## src/rtl/alu_sum_stage.sv

```systemverilog
// Registered adder/result stage of the pipelined ALU: LHS + Logic + cin (or Logic pass-through), with flags.
// Define ALU_SUM_OVERFLOW_EN to build the signed-overflow flag; otherwise FlagV is tied to 0.
module alu_sum_stage (
    input  logic       AluClock,
    input  logic       nReset,
    input  logic [7:0] LHS,
    input  logic [7:0] Logic,
    input  logic       InValid,
    input  logic       OpSum,
    input  logic [1:0] CarrySel,
    input  logic       FlagWe,
    input  logic       Stall,
    output logic [7:0] Result,
    output logic       OutValid,
    output logic       FlagC,
    output logic       FlagZ,
    output logic       FlagN,
    output logic       FlagV
);

    logic       cin;
    logic [8:0] sum;
    logic [7:0] res_next;
    logic       c_next;
    logic       z_next;
    logic       n_next;
    logic       load;
    logic       flag_load;

    // cin is taken from the registered carry, so chained ADC/SBC needs no forwarding.
    always_comb begin
        cin = 1'b0;
        unique case (CarrySel)
            2'b00: cin = 1'b0;
            2'b01: cin = 1'b1;
            2'b10: cin = FlagC;
            2'b11: cin = ~FlagC;
            default: cin = 1'b0;
        endcase
    end

    always_comb begin
        sum      = {1'b0, LHS} + {1'b0, Logic} + {8'b0, cin};
        res_next = OpSum ? sum[7:0] : Logic;
        c_next   = OpSum & sum[8];
        z_next   = (res_next == 8'h00);
        n_next   = res_next[7];
        load      = ~Stall & InValid;
        flag_load = load & FlagWe;
    end

    always_ff @(posedge AluClock or negedge nReset) begin
        if (!nReset) begin
            Result   <= '0;
            OutValid <= 1'b0;
        end else if (!Stall) begin
            OutValid <= InValid;
            if (InValid)
                Result <= res_next;
        end
    end

    always_ff @(posedge AluClock or negedge nReset) begin
        if (!nReset) begin
            FlagC <= 1'b0;
            FlagZ <= 1'b0;
            FlagN <= 1'b0;
        end else if (flag_load) begin
            FlagC <= c_next;
            FlagZ <= z_next;
            FlagN <= n_next;
        end
    end

`ifdef ALU_SUM_OVERFLOW_EN
    logic v_next;

    always_comb begin
        v_next = OpSum & (LHS[7] == Logic[7]) & (res_next[7] != LHS[7]);
    end

    always_ff @(posedge AluClock or negedge nReset) begin
        if (!nReset)
            FlagV <= 1'b0;
        else if (flag_load)
            FlagV <= v_next;
    end
`else
    assign FlagV = 1'b0;
`endif

endmodule

```

## config.mk

```make
export PLATFORM = sky130hd
export DESIGN_NAME = alu_sum_stage
export DESIGN_NICKNAME = d
export VERILOG_FILES = /design/src/rtl/alu_sum_stage.sv
export SDC_FILE = /design/constraint.sdc
export NUM_CORES = 1
export LEC_CHECK = 0
export ABC_CLOCK_PERIOD_IN_PS = 4400
export BUFFER_PORTS_ARGS = -buffer_cell sky130_fd_sc_hd__buf_2
export CAP_MARGIN = 10
export CORE_MARGIN = 2
export CORE_UTILIZATION = 30
export CTS_CLUSTER_DIAMETER = 120
export DETAILED_ROUTE_END_ITERATION = 10
export GPL_TIMING_DRIVEN = 0
export PLACE_DENSITY = 0.53
export REMOVE_ABC_BUFFERS = 1
export SLEW_MARGIN = 20
export SYNTH_ARGS = -nofsm -noshare
export SYNTH_HDL_FRONTEND = slang
export SYNTH_SLANG_ARGS = --single-unit
```

## constraint.sdc

```tcl
create_clock -name AluClock -period 4.4 [get_ports AluClock]
set_input_delay 0.22 -clock AluClock [delete_from_list [all_inputs] [get_ports AluClock]]
set_output_delay 0.22 -clock AluClock [all_outputs]
set_load 0.005 [all_outputs]
```

# Word-level counts from Yosys, hierarchy flattened
# Index checks and enable logic that the tools add are counted.
[totals] input_bits=24 word_cells=20 out_inout_bits=13 regBits=12
[op_classes] eq_ne=3 add_sub_neg=2 n_bitwise=5 n_reduce_logical=3 n_mux=2
[op_table] op="8-bit by 8-bit adder with 9-bit output" count=1
[op_table] op="9-bit by 1-bit adder with 9-bit output" count=1
[op_table] op="8-bit logical NOT" count=1
[op_table] op="8-bit two-way mux" count=1
[op_table] op="2-bit == test (second input constant)" count=2
[op_table] op="1-bit one-hot mux with 4 select lines" count=1
[op_table] op="1-bit bitwise AND" count=3
[op_table] op="2-bit by 1-bit == test with 1-bit output (second input constant)" count=1
[op_table] op="2-bit logical NOT" count=1
[op_table] op="1-bit inverter" count=2
[op_table] op="2-bit AND reduction" count=1

# Logic depth before layout (Yosys ltp)
# Gate-level depths: netlist of the first run.
[depth] depth_word=5 ltp_mapped=11 depth_no_buf=11

# Worst setup path before layout of the first run
# OpenSTA, ideal clock, no wires.
[synth_path] path_type="reg-to-reg" startpoint="register FlagC" endpoint="register FlagZ" arrival_ns=2.252 setup_slack_ns=2.045 period_less_slack_ns=2.355 setup_ns=0.104 n_path_buf=0 required_time_ns=4.296 path_stages_with_launch=12 path_cell_list="dfrtp_1 nand2_1 xnor2_1 fa_1 inv_1 fa_1 nor2b_1 o21a_1 or3_1 a31oi_1 nand3_1 o41ai_2"
[synth_between] elab_chain_cells=5
[synth_rtl] item="from (decl)" line_no="15" source="output logic FlagC,"
[synth_rtl] item="from (signal assigned)" line_no="69" source="FlagC <= c_next;"
[synth_rtl] item="1-bit inverter" line_no="37" source="2'b11: cin = ~FlagC;"
[synth_rtl] item="1-bit one-hot mux with 4 select lines (*)" line_no="33" source="unique case (CarrySel)"
[synth_rtl] item="9-bit by 1-bit adder with 9-bit output (*)" line_no="43" source="sum = {1'b0, LHS} + {1'b0, Logic} + {8'b0, cin};"
[synth_rtl] item="8-bit two-way mux (*)" line_no="44" source="res_next = OpSum ? sum[7:0] : Logic;"
[synth_rtl] item="8-bit logical NOT (*)" line_no="46" source="z_next = (res_next == 8'h00);"
[synth_rtl] item="to (signal assigned)" line_no="70" source="FlagZ <= z_next;"
[synth_rtl] item="to (decl)" line_no="16" source="output logic FlagZ,"
# Mark *: on every way between the ends. The rest lies on a longest branch, timed or not.
# A chain may end at the register's enable or synchronous reset.

# Worst setup path in the final report of the first run
# Ends and elaborated chain as after synthesis.

==> run metrics, run 1 <==
status completed; Overflow after GRT 0; worst hold path type in2reg; floorplan row count 20; IO buf count 35; max-cap check violation count 0; number of DRC markers in iteration 0 15; NumNets Final 174; die height 60.0 µm; initial core utilization 0.310; I/O pin cnt 37; EDFF count, synth 0; Leak 0.000597 µW; R2R cell count 11; Worst slew margin 0.648; setup TNS 0 ns; TritonCTS clock tree built; area delta synth->final 27.3%; crit path to FlagZ; first-pass GRT wire length 3450 µm; Top Usage Layer GRT met2; Sequential cell area 300 µm²; fraction of registers with async set/reset 1.00; Setup crit start FlagC; Seq/Total Area, Yosys 0.320; Clock transition at path regs 0.07 ns; Crit. End Element flop; CP max-delay cell dfrtp_1; drt wl/cell 10.6 µm; Routed Antenna Nets 0; Clock Sinks 12; quantity of gates resized following cts 0; Crit Path Category reg2reg; Worst EP arrival 2.75 ns; critical path data required time 4.58 ns; Chip Width 60.0 µm; wirelength, routed 1940 µm; Skew-Pair Late Insertion Delay 0.27 ns; Final GP Congestion 0.729; filler cell count 327; Total GRT Usage 0.127; pin count of the biggest net entering global routing 19; cell count after synthesis 104; CP peak stage delay 0.39 ns; Primary FF master, synth dfrtp_1; Final period util 0.585; root buffer cell clkbuf_4; die area 0.00360 mm²; Core Region 0.00303 mm²; register-to-register setup slack 1.83 ns; initial antenna violation count 0; VDD IR-drop max 0.0747 mV; multi-input logic area 589 µm²; GR Layer Usage met2 0.219; Synth Warn # 0; clock skew 0.000406 ns; fin crit period 2.57 ns; Crit path top cell by count fa_1; Slew Limit Fails 0; design area 0.00120 mm²; number of detailed-route iterations in the first pass 4; Synth Register Bits 12; FF-to-FF Start FlagC; Ant. Diodes 0; met3 GRT Util 0.0195; via-per-instance ratio 4.53; RSZ-0062 raised after global routing false; dpl hpwl 1660 µm; drt drc 0; dpl cell area 0.00115 mm²; worst path cell trace nand2_1, xnor2_1, fa_1, inv_1, fa_1, nor2b_1, o21a_1, or3_1, a31oi_1, nand3_1, o41ai_2; share of cells above drive strength 1 0.336; number of global-route vias before repair 848; routed vias 834; setup violators final 0; Max Fclk 389 MHz; Crit Path Max Fanout 3; syn avg cell area 9.04 µm²; H-tree levels 1; Netlist cell types 37; clk buf depth 2; Synth Cell Area 940 µm²; Crit Reg-Reg Endpoint FlagZ; PD cells 289 mW/mm²; M1 GR Usage 0.157; final hold violation count 0; Setup crit start kind flop; cts bufs inserted 3; worst slew pin tran 0.529 ns
==> cell families (layout without fill, tap and decap cells) <==
kind of cell | count (synthesis) | in the layout | synth area share
compound gates | 30 | 30 | 0.228
simple gates | 30 | 30 | 0.154
flops | 12 | 12 | 0.320
buf+inv | 12 | 48 | 0.0533
fa+ha+maj | 9 | 9 | 0.136
mux | 6 | 6 | 0.0679
xor+xnor | 4 | 4 | 0.0373
other cells | 1 | 1 | 0.00399
==> cells in the mapped netlist, types with 2 or more instances <==
library cell  instances  area [µm²]
nand2_1              16        60.1
dfrtp_1              12         300
o21ai_0               9        45.0
inv_1                 8        30.0
ha_1                  7        87.6
a21oi_1               5        25.0
xnor2_1               4        35.0
mux2_2                3        33.8
mux2i_1               3        30.0
nor2b_1               3        18.8
a21o_1                2        15.0
a31oi_1               2        12.5
clkbuf_1              2        7.51
fa_1                  2        40.0
nand3b_1              2        15.0
nor2_1                2        7.51
nor3_1                2        10.0
==> placed cells by master (no fill, tap or decap), types with 2 or more instances in the layout <==
cell	instances
buf_2	35
nand2_1	16
dfrtp_1	12
o21ai_0	9
inv_1	8
ha_1	7
a21oi_1	5
xnor2_1	4
nor2b_1	3
mux2i_1	3
mux2_2	3
clkbuf_4	3
a21o_1	2
nand3b_1	2
nor2_1	2
nor3_1	2
a31oi_1	2
fa_1	2
==> cell type report <==
class / count / share of cell area
well taps: 44 / 0.0460
flip-flops and latches: 12 / 0.251
inverters: 8 / 0.0251
clock buffers: 4 / 0.0303
repair buffers: 36 / 0.155
multi-input cells: 80 / 0.493
==> worst max-delay path, delay by kind of cell (launching register included) <==
family / cells / cell delay [ns]
flip-flops: 1 / 0.39
adder cells (fa/ha/maj): 2 / 0.59
AO/OA/AOI/OAI: 3 / 0.70
buffers and inverters: 1 / 0.08
AND/OR/NAND/NOR: 4 / 0.57
XOR/XNOR: 1 / 0.13
==> layer usage <==
metal,up-vias,wire (µm)
met5,-,0
met4,0,16
met3,2,102
met2,28,879
met1,364,946
li1,440,-
==> where the power goes <==
group,leakage [µW],internal (µW),switching [µW]
Sequential,0.000148,129,9.19
Clock,0.0000210,50.3,36.0
Combinational,0.000428,60.2,62.0
==> how the worst min path moves through the flow <==
| stage | start | to | cells after the start |
|---|---|---|---|
| after floorplan | nReset | FlagC | 0 |
| after global placement | nReset | Result[2] | 1 |
| after detailed placement | nReset | Result[0] | 1 |
| after CTS | Stall | OutValid | 3 |
| after global routing | Stall | OutValid | 3 |
| final | Stall | OutValid | 3 |
==> sequential cells by signal, indices dropped and copies added, names as in the netlist <==
| register | cells |
|---|---|
| FlagC | 1 |
| FlagN | 1 |
| FlagZ | 1 |
| OutValid | 1 |
| Result | 8 |
==> metrics by stage <==
step                hold WS (ns)  utilization  total power, µW  setup slack, ns  instances
CTS                        0.155        0.395              353             1.81        184
global route               0.170        0.395              377             1.60        184
floorplan                -0.0756            -              214             2.04        100
global placement           0.107        0.380              261             1.83        179
detailed placement         0.111        0.380              264             1.82        179
finish                     0.168        0.395              346             1.83        184
==> timing repair <==
action,in CTS,in global routing
hold endpoints to repair,12,0
buffers inserted,0,0
hold buffers,1,0
endpoints found under the setup margin,0,0
Power figures use the tool's default switching activity.
==> run 2: changes to the inputs <==
--- a/config.mk
+++ b/config.mk
@@ -5,7 +5,7 @@
 export SDC_FILE = /design/constraint.sdc
 export NUM_CORES = 1
 export LEC_CHECK = 0
-export ABC_CLOCK_PERIOD_IN_PS = 4400
+export ABC_CLOCK_PERIOD_IN_PS = 2700
 export BUFFER_PORTS_ARGS = -buffer_cell sky130_fd_sc_hd__buf_2
 export CAP_MARGIN = 10
 export CORE_MARGIN = 2
==> constraint.sdc (replaced) <==
create_clock -name AluClock -period 2.7 [get_ports AluClock]
set_input_delay 0.135 -clock AluClock [delete_from_list [all_inputs] [get_ports AluClock]]
set_output_delay 0.135 -clock AluClock [all_outputs]
set_load 0.005 [all_outputs]
==> run 2 against run 1 <==
Net effect:
- register-to-register slack worse by 1.6 ns
- sequential power up 62%
- cell count unchanged
- hold slack worse by 0.087 ns
==> run metrics, run 2 (synthesis results as in run 1) <==
area delta synth->final 28.8%; Chip Width 60.0 µm; clock skew 0.000580 ns; die height 60.0 µm; fin crit period 2.47 ns; most common cell after layout, fill and taps aside buf_2; Setup WS pre-CTS 0.118 ns; TritonCTS clock tree built; delay-heaviest family, CP adder cells; design area 0.00121 mm²; Total GRT Usage 0.127; power share of the combinational group 0.357; Leak 0.000599 µW; status completed; Crit path top cell by count fa_1; number of DRC markers in iteration 0 17; Worst Hold Depth 3; drt drc 0; floorplan row count 20; Clock Sinks 12; number of global-route vias before repair 848; Final period util 0.916; root buffer cell clkbuf_4; Worst slew margin 0.659; Crit Path Category reg2reg; Buf/Inv on CP 1; Crit. End Element flop; wirelength, routed 1970 µm; CP max-delay cell dfrtp_1; NumNets Final 174; dpl hpwl 1660 µm; CP peak stage delay 0.39 ns; switch share 0.312; drt wl/cell 10.7 µm; Max Fclk 404 MHz; most frequent cells in the layout buf_2 (35), nand2_1 (16), dfrtp_1 (12); routed vias 834; max-cap check violation count 0; Crit Path Max Fanout 3; PD cells 470 mW/mm²; Ant. Diodes 0; I/O pin cnt 37; Clk network pwr share 0.249; Core Region 0.00303 mm²; Routed Antenna Nets 0; internal power consumption 391 µW; final non-filler cell total 184; setup TNS 0 ns; placed cells 179; via-per-instance ratio 4.53; worst path cell trace nand2_1, xnor2_1, fa_1, inv_1, fa_1, nor2b_1, o21a_1, or3_1, a31oi_2, nand3_1, o41ai_2; Final GP Congestion 0.729; Overflow after GRT 0; Slew Limit Fails 0; Worst EP arrival 2.65 ns; initial antenna violation count 0; Top reg by flops Result; share of total power in sequential cells 0.394; worst hold path type in2reg; cts bufs inserted 3; IO buf count 35; Clock transition at path regs 0.07 ns; setup violators final 0; first-pass GRT wire length 3450 µm; number of detailed-route iterations in the first pass 4; dpl cell area 0.00115 mm²; Skew-Pair Late Insertion Delay 0.27 ns; max FFs per register 8; Worst path depth 11; switching pwr 178 µW; Final WS setup 0.226 ns; worst slew pin tran 0.512 ns; clk buf depth 2; share of cells above drive strength 1 0.350; VDD IR-drop max 0.122 mV; R2R cell count 11; pin count of the biggest net entering global routing 19; H-tree levels 1; Setup crit start kind flop; critical path data required time 2.88 ns; final hold violation count 0; initial core utilization 0.310; setup bufs post-CTS 0; die area 0.00360 mm²; worst hold slack 0.0811 ns
[run 2: cell counts in the layout (fill, tap and decap cells not counted)]
No cell type changed its count.
[run 2: worst paths after layout]
path | from | to | slack [ns]
min reg2reg | Result[1] | Result[1] | 0.48
min | Stall | OutValid | 0.08
max | FlagC | FlagZ | 0.23
max reg2reg | FlagC | FlagZ | 0.23
max in group asynchronous | nReset | Result[5] | 2.23
min in group asynchronous | nReset | Result[3] | 0.26
[run 2: metrics by stage]
stage	power (µW)	util
floorplan	350	-
global placement	425	0.380
detailed placement	430	0.380
CTS	576	0.395
global route	618	0.400
finish	569	0.400
[run 2: layout make-up]
cell class              instances  area [µm²]
fillers                       329        1820
multi-input cells              80         603
flip-flops and latches         12         300
repair buffers                 36         185
well taps                      44        55.1
clock buffers                   4        36.3
inverters                       8        30.0
[run 2: timing repair]
item	in CTS	in global routing
hold buffers	1	0
hold endpoints to repair	12	0
setup endpoints to repair	0	2
gates resized for setup	0	2
[run 2: tightest hold or removal path: cells and delay by family]
| family | cells | cell delay, ns |
|---|---|---|
| buffers and inverters | 1 | 0.09 |
| and+or+nand+nor | 2 | 0.09 |
[run 2: per-layer routing]
layer  part of all wire  vias to the layer above  wire length, µm  GRT usage
met5                  0                        -                0          0
met4              0.013                        0               26     0.0476
met3              0.052                        3              103     0.0195
met2               0.46                       29              903      0.219
met1               0.48                      363              940      0.157
li1                   -                      439                -          -
[run 2: power by group through the flow]
stage	Combinational [µW]	Sequential, µW	Clock (µW)
after floorplan	118	231	0
after global placement	197	228	0
after detailed placement	201	229	0
after CTS	203	225	147
after global routing	236	229	154
final	203	224	142
